===== src/rtl/mc_ctrl.sv =====
// Multi-cycle MIPS main controller: FETCH/DECODE/EXEC/MEM/WB sequencing with memory-ready stalls.
// Optional overflow trap on add/sub/addi is enabled by defining MC_OVF_TRAP_EN.
module mc_ctrl (
   input  logic       clk,
   input  logic       rst,
   input  logic [5:0] Op,
   input  logic [5:0] Funct,
   input  logic       Zero,
   input  logic       OF,
   input  logic       MemReady,
   output logic [2:0] ALUCtrl,
   output logic       ALUSrcA,
   output logic [1:0] ALUSrcB,
   output logic       ExtOp,
   output logic       IorD,
   output logic       MemRead,
   output logic       MemWrite,
   output logic       IRWrite,
   output logic       PCWrite,
   output logic [1:0] PCSrc,
   output logic       RegWrite,
   output logic       RegDst,
   output logic       MemtoReg,
   output logic       Exc
);

   typedef enum logic [3:0] {
      S_FETCH, S_DECODE, S_MEMADR, S_MEMRD, S_MEMWB, S_MEMWR,
      S_EXEC, S_ALUWB, S_IEXEC, S_IWB, S_BRANCH, S_JUMP
   } state_t;

   localparam logic [5:0] OP_R    = 6'b000000;
   localparam logic [5:0] OP_J    = 6'b000010;
   localparam logic [5:0] OP_BEQ  = 6'b000100;
   localparam logic [5:0] OP_ADDI = 6'b001000;
   localparam logic [5:0] OP_ANDI = 6'b001100;
   localparam logic [5:0] OP_ORI  = 6'b001101;
   localparam logic [5:0] OP_LW   = 6'b100011;
   localparam logic [5:0] OP_SW   = 6'b101011;

   localparam logic [5:0] F_ADD = 6'b100000;
   localparam logic [5:0] F_SUB = 6'b100010;

   state_t     state, state_nxt;
   logic [2:0] f_alu;
   logic       f_ok;
   logic       ovf;

   always_comb begin
      f_ok  = 1'b1;
      f_alu = 3'b000;
      case (Funct)
         6'b100000: f_alu = 3'b010;
         6'b100010: f_alu = 3'b011;
         6'b100100: f_alu = 3'b000;
         6'b100101: f_alu = 3'b001;
         6'b100110: f_alu = 3'b111;
         6'b100111: f_alu = 3'b110;
         6'b101010: f_alu = 3'b100;
         default:   f_ok  = 1'b0;
      endcase
   end

   always_comb begin
      state_nxt = S_FETCH;
      case (state)
         S_FETCH:  state_nxt = MemReady ? S_DECODE : S_FETCH;
         S_DECODE: begin
            case (Op)
               OP_LW, OP_SW:               state_nxt = S_MEMADR;
               OP_R:                       state_nxt = S_EXEC;
               OP_BEQ:                     state_nxt = S_BRANCH;
               OP_ADDI, OP_ANDI, OP_ORI:   state_nxt = S_IEXEC;
               OP_J:                       state_nxt = S_JUMP;
               default:                    state_nxt = S_FETCH;
            endcase
         end
         S_MEMADR: state_nxt = (Op == OP_SW) ? S_MEMWR : S_MEMRD;
         S_MEMRD:  state_nxt = MemReady ? S_MEMWB : S_MEMRD;
         S_MEMWR:  state_nxt = MemReady ? S_FETCH : S_MEMWR;
         S_EXEC:   state_nxt = f_ok ? S_ALUWB : S_FETCH;
         S_IEXEC:  state_nxt = S_IWB;
         default:  state_nxt = S_FETCH;
      endcase
   end

   always_ff @(posedge clk or posedge rst) begin
      if (rst) state <= S_FETCH;
      else     state <= state_nxt;
   end

`ifdef MC_OVF_TRAP_EN
   // Flag lives for exactly one cycle: set from EXEC/IEXEC, consumed in ALUWB/IWB, cleared otherwise.
   always_ff @(posedge clk or posedge rst) begin
      if (rst) ovf <= 1'b0;
      else     ovf <= OF && (((state == S_EXEC) && ((Funct == F_ADD) || (Funct == F_SUB)))
                          || ((state == S_IEXEC) && (Op == OP_ADDI)));
   end
`else
   // OF is referenced only to keep the port read; the trap never fires.
   assign ovf = OF & 1'b0;
`endif

   always_comb begin
      ALUCtrl  = 3'b000;
      ALUSrcA  = 1'b0;
      ALUSrcB  = 2'b00;
      ExtOp    = 1'b0;
      IorD     = 1'b0;
      MemRead  = 1'b0;
      MemWrite = 1'b0;
      IRWrite  = 1'b0;
      PCWrite  = 1'b0;
      PCSrc    = 2'b00;
      RegWrite = 1'b0;
      RegDst   = 1'b0;
      MemtoReg = 1'b0;
      Exc      = 1'b0;
      case (state)
         S_FETCH: begin
            MemRead = 1'b1;
            ALUSrcB = 2'b01;
            ALUCtrl = 3'b010;
            IRWrite = MemReady;
            PCWrite = MemReady;
         end
         S_DECODE: begin
            ALUSrcB = 2'b11;
            ALUCtrl = 3'b010;
            ExtOp   = 1'b1;
            case (Op)
               OP_LW, OP_SW, OP_R, OP_BEQ, OP_ADDI, OP_ANDI, OP_ORI, OP_J: Exc = 1'b0;
               default: Exc = 1'b1;
            endcase
         end
         S_MEMADR: begin
            ALUSrcA = 1'b1;
            ALUSrcB = 2'b10;
            ExtOp   = 1'b1;
            ALUCtrl = 3'b010;
         end
         S_MEMRD: begin
            MemRead = 1'b1;
            IorD    = 1'b1;
         end
         S_MEMWB: begin
            RegWrite = 1'b1;
            MemtoReg = 1'b1;
         end
         S_MEMWR: begin
            MemWrite = 1'b1;
            IorD     = 1'b1;
         end
         S_EXEC: begin
            ALUSrcA = 1'b1;
            ALUCtrl = f_alu;
            Exc     = ~f_ok;
         end
         S_ALUWB: begin
            RegWrite = ~ovf;
            RegDst   = 1'b1;
            Exc      = ovf;
         end
         S_IEXEC: begin
            ALUSrcA = 1'b1;
            ALUSrcB = 2'b10;
            case (Op)
               OP_ANDI: ALUCtrl = 3'b000;
               OP_ORI:  ALUCtrl = 3'b001;
               default: begin
                  ALUCtrl = 3'b010;
                  ExtOp   = 1'b1;
               end
            endcase
         end
         S_IWB: begin
            RegWrite = ~ovf;
            Exc      = ovf;
         end
         S_BRANCH: begin
            ALUSrcA = 1'b1;
            ALUCtrl = 3'b011;
            PCSrc   = 2'b01;
            PCWrite = Zero;
         end
         S_JUMP: begin
            PCWrite = 1'b1;
            PCSrc   = 2'b10;
         end
         default: ;
      endcase
      if (rst) begin
         PCWrite  = 1'b0;
         IRWrite  = 1'b0;
         MemRead  = 1'b0;
         MemWrite = 1'b0;
         RegWrite = 1'b0;
         Exc      = 1'b0;
      end
   end

endmodule


===== config.mk =====
export PLATFORM = sky130hd
export DESIGN_NAME = mc_ctrl
export DESIGN_NICKNAME = d
export VERILOG_FILES = /design/src/rtl/mc_ctrl.sv
export SDC_FILE = /design/constraint.sdc
export NUM_CORES = 1
export LEC_CHECK = 0
export CAP_MARGIN = 40
export CORE_MARGIN = 3
export CORE_UTILIZATION = 33
export DETAILED_ROUTE_END_ITERATION = 8
export GPL_TIMING_DRIVEN = 0
export PLACE_DENSITY = 0.79
export SETUP_SLACK_MARGIN = 0.3
export SLEW_MARGIN = 15
export SYNTH_ARGS = -nofsm -noshare
export SYNTH_HDL_FRONTEND = slang
export SYNTH_SLANG_ARGS = --single-unit

===== constraint.sdc =====
create_clock -name clk -period 1.9 [get_ports clk]
set_clock_uncertainty 0.1 [all_clocks]
set_input_delay 0.19 -clock clk [delete_from_list [all_inputs] [get_ports clk]]
set_output_delay 0.19 -clock clk [all_outputs]
set_load 0.1 [all_outputs]

==> results of run 1 <==
metrics by stage:
stage               area [um^2]  std cells  hold slack, ns  utilization, %
CTS                        1699        182          0.1037           82.40
detailed placement         1603        186          0.5992           77.73
global placement           1333        168          0.5921           64.62
floorplan                 978.4        109         -0.1439               -
cell families after synthesis:
kind of cell | share of synthesized area [%]
AO/OA/AOI/OAI | 27.26
XOR/XNOR | 2.342
adder cells (fa/ha/maj) | 1.338
buffers and inverters | 9.365
flip-flops | 13.38
multiplexers | 4.014
AND/OR/NAND/NOR | 42.31
timing repair:
action                                  4_1_cts
cloned                                        0
resized for setup                            47
pin swaps                                    12
endpoints found under the setup margin       18
setup buffers                                 8
==> flow_summary.yaml, run 1 <==
cts:
  clock_path_buffers: 2
  cts_hold_buf: 0
  cts-root-buf: "clkbuf_4"
  cts_max_level: 1
  clock-sinks: 4
  numCtsBuffers: 3
floorplan:
  start_util_pct: 36.29
  die_w_um: 53.62
  core.rowCount: 16
  io_pins: 35
  dieHeight_um: 53.62
yosys:
  synthFlopType: "dfrtp_1"
  synth_edf_count: 0
  synth_top_area_cell: "dfrtp_1"
  async_flop_share_pct: 100.0
  synth_most_common_cell: "nor2_1"
  syn_inst: 109
  synth_top_area_share_pct: 13.38
  syn-mean-instance-area_um2: 6.864
  syn-num-nets: 126
  synth.distinct_cells: 43
  syn_area_um2: 748.2
  yosys-top-cells-count: "15 x nor2_1, 7 x nor3_1"
  synth_top_cells_by_area: "dfrtp_1 13%, nor2_1 7.5%, nand2b_1 5.0%"
  yosys_register_bits: 4
  yosys_warnings: 0
  ys_seq_area_share_pct: 13.38
place:
  place_hpwl_mm: 2.515
  portBuffers: 32
  pre_cts_slack_ns: -0.9114
  gp_congestion: 0.8790
status:
  stop_error: "[ERROR DPL-0033] detailed placement checks failed during check placement."
  failing_step: "global routing (5_1_grt)"
  status: "aborted with a tool error"
timing:
  postGrtWorstEndpoint: "ALUCtrl[1]"
  worst_endpoint_kind: "primary output"
global_routing:
  antenna_found_initial: 0
  grt_max_degree: 11
==> run 2, diff against run 1 <==
CORE_UTILIZATION = 20   (was 33)
PLACE_DENSITY = default   (was 0.79)
PLACE_DENSITY_LB_ADDON = 0.15   (was default)
SETUP_SLACK_MARGIN = default   (was 0.3)
clock period = 2.5 ns   (was 1.9 ns; I/O delays follow)
==> run 2 against run 1 <==
Effect of this change: the flow now finishes without violations; area after synthesis unchanged; synthesized cell count unchanged.
==> flow_summary.yaml, run 2 <==
timing:
  drv_slew: 0
  fin_ws_ns: 0.04513
  report.final.hold_viol_count: 0
  setup_violations: 0
  tns_ns: 0
  layout_min_cycle_time_ns: 2.455
  worst_pin_slew_ns: 0.3959
  period_share_pct: 98.19
  rsz0062_at_grt: "true"
  max_clock_freq_mhz: 407.4
  relSlewSlack_pct: 72.92
  holdWs_ns: 0.4151
yosys:
  syn-mean-instance-area_um2: 6.864
  synth_top_area_cell: "dfrtp_1"
  ys_seq_area_share_pct: 13.38
  synth_top_area_share_pct: 13.38
  synthFlopType: "dfrtp_1"
  synth_top_cells_by_area: "dfrtp_1 13%, nor2_1 7.5%, nand2b_1 5.0%"
  yosys_register_bits: 4
  synth_most_common_cell: "nor2_1"
  async_flop_share_pct: 100.0
  synth.distinct_cells: 43
  syn_area_um2: 748.2
  yosys-top-cells-count: "15 x nor2_1, 7 x nor3_1"
  syn_inst: 109
  syn-num-nets: 126
  yosys_warnings: 0
  synth_edf_count: 0
job:
  max_cap_viol_count: 0
global_routing:
  grt_usage_pct: 14.04
  grt_max_degree: 11
  antenna_found_initial: 0
  overflow: 0
  grt_pass1_wl_mm: 4.919
  first_global_vias: 1084
routing:
  vias: 1036
  ant_nets: 0
  wl_mm: 2.878
  drtIter0Drc: 21
  drcViolationCount: 0
  dr.pass1.iters: 4
  detail_route.wl_per_cell_um: 13.97
  viasPerCell: 5.029
place:
  postPlaceCellArea_um2: 1466
  gp_congestion: 0.8551
  place_hpwl_mm: 2.222
  pre_cts_slack_ns: -0.4521
  dp_cells: 205
  portBuffers: 32
floorplan:
  io_pins: 35
  die-area_um2: 4511
  start_util_pct: 21.57
  die_w_um: 67.17
  core_um2: 3468
  dieHeight_um: 67.17
  core.rowCount: 21
cts:
  cts-root-buf: "clkbuf_8"
  cts_tree: "done"
  insertion_delay_ns: 0.22
  clock_path_buffers: 2
  clk_pin_slew_ns: 0.03
  clock-sinks: 4
  cts_max_level: 1
  numCtsBuffers: 3
power:
  p_per_area_nw_per_um2: 1274
  peakVddDrop_uv: 1410
  total_leakage_power_nw: 0.6062
  finalPower_mw: 2.011
setup_path:
  critical_path_class: "reg2out"
  max_stage_delay_ns: 0.54
  path_cells: "nand2b_4 > buf_6 > or3_4 > or4_4 > o21ai_4 > buf_12"
  crit_path_start_kind: "flop"
  cp.arrival_ns: 2.10
  required_ns: 2.15
  reg2reg_slack_ns: 0.94
  cp-end-kind: "primary output"
  r2r.worst_path.cells: 5
  slowest_stage: "or4_4"
  cp_max_fo: 8
final_layout:
  final_util_pct: 45.53
  final_common_cell: "clkdlybuf4s50_1"
  final_design_area_no_fill_um2: 1579
  syn2layout_area_growth_pct: 111.0
  antenna_cells: 0
  fillerInstances: 348
  fin_cells: 206
  fin_nets: 179
  multi_input_comb_area_um2: 684.4
  layout_common_cells: "25 x clkdlybuf4s50_1, 11 x buf_8, 9 x nor2_1"
  largest_reg_flops: 4
  largest-register: "state"
  drive_gt1_share_pct: 33.75
  regArea_um2: 101.3
  largestRegisters: "state (4)"
hold_path:
  hold_class: "in2async"
status:
  status: "finished, final reports clean"
run 2: layer usage:
metal  share of wire [%]  wire length, um  track usage, %
met5                   0                0               0
met1                  42             1205           18.00
met3                 5.2              150          0.9983
met4                 2.8               81           7.595
met2                  50             1441           23.31
run 2: worst paths after layout:
check                                     endpoint          startpoint
worst max register to register  state[1]$_DFF_PP0_  state[1]$_DFF_PP0_
min in group clk                state[2]$_DFF_PP0_               Op[2]
worst min-delay path            state[3]$_DFF_PP0_                 rst
worst min register to register  state[3]$_DFF_PP0_  state[1]$_DFF_PP0_
worst max-delay path                    ALUCtrl[1]  state[0]$_DFF_PP0_
max in group asynchronous       state[0]$_DFF_PP0_                 rst
run 2: critical path: cells and delay by family (launching register included):
kind	cells	cell delay (ns)
DFF	1	0.41
AOI/OAI and AO/OA	1	0.09
and+or+nand+nor	3	1.08
buffers and inverters	2	0.32
run 2: area by class of cell:
class / instances / share of cell area, %
repair buffers: 48 / 38.03
plain buffers: 9 / 4.517
clock buffers: 3 / 2.615
well taps: 46 / 3.645
multi-input cells: 90 / 43.34
inverters: 6 / 1.426
flip-flops and latches: 4 / 6.418
run 2: kinds of logic after synthesis:
logic type,after synthesis,share of synthesized area (%)
compound gates,27,27.26
xor+xnor,2,2.342
fa+ha+maj,1,1.338
buf+inv,15,9.365
flops,4,13.38
mux,3,4.014
simple gates,57,42.31
run 2: timing repair:
action / 4_1_cts / 5_1_grt
gates cloned: 0 / 0
resized for setup: 17 / 15
buffers inserted: 0 / 2
hold buffers: 0 / 0
endpoints found under the setup margin: 12 / 7
pin swaps: 1 / 1
run 2: report_power, final:
group	switching, mW	internal [mW]
logic	1.11	0.666
clock network	0.0357	0.103
registers	0.0106	0.0880
No activity file was read; power rests on OpenSTA's default activity.
==> run 3, diff against run 2 <==
CTS_CLUSTER_SIZE = 40   (was default)
==> results of run 3 <==
The final DEF is identical to that of run 2; final timing and power are the same.
==> run 4, diff against run 3 <==
clock period = 2.6 ns   (was 2.5 ns; I/O delays follow)
==> run 4 against run 3 <==
Effect of this change: largest cell class unchanged; sequential cell count is the same; die area stayed put; total power is 7.5% lower; critical path type unchanged; critical path depth unchanged.
==> flow_summary.yaml, run 4 (synthesized netlist as in run 2, its figures left out) <==
setup_path:
  cp-startpoint: "state[0]$_DFF_PP0_"
  r2r.worst_path.cells: 5
  cp.arrival_ns: 2.18
  required_ns: 2.24
  crit_end: "ALUCtrl[1]"
  rr_startpoint: "state[1]$_DFF_PP0_"
  crit_path_start_kind: "flop"
  cp_max_fo: 8
  cp-end-kind: "primary output"
  reg2reg_to: "state[1]$_DFF_PP0_"
  reg2reg_slack_ns: 1.04
  critical_path_class: "reg2out"
global_routing:
  first_global_vias: 1066
  grt_max_degree: 11
  use_met2_pct: 22.33
  overflow: 0
  antenna_found_initial: 0
  grt.met3_usage_pct: 0.9983
  met1_usage_pct: 17.50
  grt_usage_pct: 13.59
  grt_pass1_wl_mm: 4.781
  top_usage_layer: "met2"
timing:
  setup_violations: 0
  report.final.hold_viol_count: 0
  rsz0062_at_grt: "false"
  drv_slew: 0
  period_share_pct: 97.80
  holdWs_ns: 0.4201
  max_clock_freq_mhz: 393.3
  relSlewSlack_pct: 72.73
  layout_min_cycle_time_ns: 2.543
  worst_pin_slew_ns: 0.3987
floorplan:
  io_pins: 35
  dieHeight_um: 67.17
  die_w_um: 67.17
  start_util_pct: 21.57
  die-area_um2: 4511
  core_um2: 3468
  core.rowCount: 21
routing:
  vias: 1022
  viasPerCell: 4.985
  drtIter0Drc: 22
  dr.pass1.iters: 4
  drcViolationCount: 0
  wl_mm: 2.756
  detail_route.wl_per_cell_um: 13.44
  ant_nets: 0
power:
  total_leakage_power_nw: 0.5894
  peakVddDrop_uv: 1364
  p_per_area_nw_per_um2: 1223
final_layout:
  fillerInstances: 357
  layout_common_cells: "27 x clkdlybuf4s50_1, 15 x buf_8, 10 x nor2_1"
  drive_gt1_share_pct: 30.19
  largestRegisters: "state (4)"
  largest_reg_flops: 4
  antenna_cells: 0
  largest-register: "state"
  final_util_pct: 43.83
  regArea_um2: 100.1
  final_common_cell: "clkdlybuf4s50_1"
  fin_nets: 178
  multi_input_comb_area_um2: 661.9
  syn2layout_area_growth_pct: 103.2
cts:
  insertion_delay_ns: 0.22
  clock-sinks: 4
  cts_hold_buf: 0
  postCtsSetupBuffers: 0
  clock_path_buffers: 2
  cts_tree: "done"
  numCtsBuffers: 3
  cts_max_level: 1
  clk_pin_slew_ns: 0.03
  cts-root-buf: "clkbuf_8"
place:
  gp_congestion: 0.8551
  portBuffers: 32
  place_hpwl_mm: 2.222
job:
  max_cap_viol_count: 0
hold_path:
  hold_class: "in2async"
status:
  status: "finished, final reports clean"
[run 4: changes by cell type in the layout (fill, tap and decap cells not counted), sizes merged]
cell and change:
clkdlybuf4s50 +2, clkbuf -1, dlygate4sd2 -1, buf -1
[run 4: per-stage QoR]
| stage | setup slack [ns] | setup TNS (ns) | instance area, um^2 | power [mW] | cells |
|---|---|---|---|---|---|
| 2_1_floorplan | -0.4171 | -0.4887 | 818.3 | 1.155 | 109 |
| 3_3_place_gp | -0.7350 | -5.051 | 1196 | 1.438 | 187 |
| 3_5_place_dp | -0.3721 | -0.6112 | 1466 | 1.715 | 205 |
| 4_1_cts | 0.001574 | 0 | 1511 | 1.862 | 206 |
| 5_1_grt | 0.007797 | 0 | 1520 | 1.949 | 205 |
| 6_report | 0.05724 | 0 | 1520 | 1.860 | 205 |
[run 4: critical path: stages (launching register included)]
cell,delay (ns)
dfrtp_1,0.44
nand2b_4,0.17
buf_6,0.13
or3_4,0.41
or4_4,0.52
o21ai_2,0.10
buf_12,0.20
[run 4: where the power goes]
group	leakage, nW	internal (mW)	switching (mW)	total, mW
registers	0.0537	0.0830	0.0165	0.0996
clock network	0.0216	0.0989	0.0345	0.133
logic	0.514	0.587	1.04	1.63
total	0.589	0.769	1.09	1.86
[run 4: final cells by class]
type,count,area share [%]
multi-input cells,90,43.54
repair buffers,47,37.94
flip-flops and latches,4,6.584
plain buffers,9,3.951
well taps,46,3.786
clock buffers,3,2.716
inverters,6,1.481
[run 4: metal layers]
layer / up-vias / wire length (um)
met4: 0 / 57
met5: - / 0
met3: 5 / 155
li1: 506 / -
met2: 34 / 1367
met1: 477 / 1175
[run 4: worst min path at each step]
stage	slack, ns	start	end	depth (start not counted)
after global routing	0.47	rst	state[3]$_DFF_PP0_	2
after global placement	0.62	rst	state[3]$_DFF_PP0_	2
after detailed placement	0.63	rst	state[2]$_DFF_PP0_	2
final	0.42	rst	state[3]$_DFF_PP0_	2
after floorplan	-0.07	rst	state[0]$_DFF_PP0_	1
after CTS	0.40	rst	state[2]$_DFF_PP0_	2
[run 4: what timing repair did]
item	in CTS	in global routing
gates resized for setup	10	7
endpoints found under the setup margin	11	6
cloned	0	0
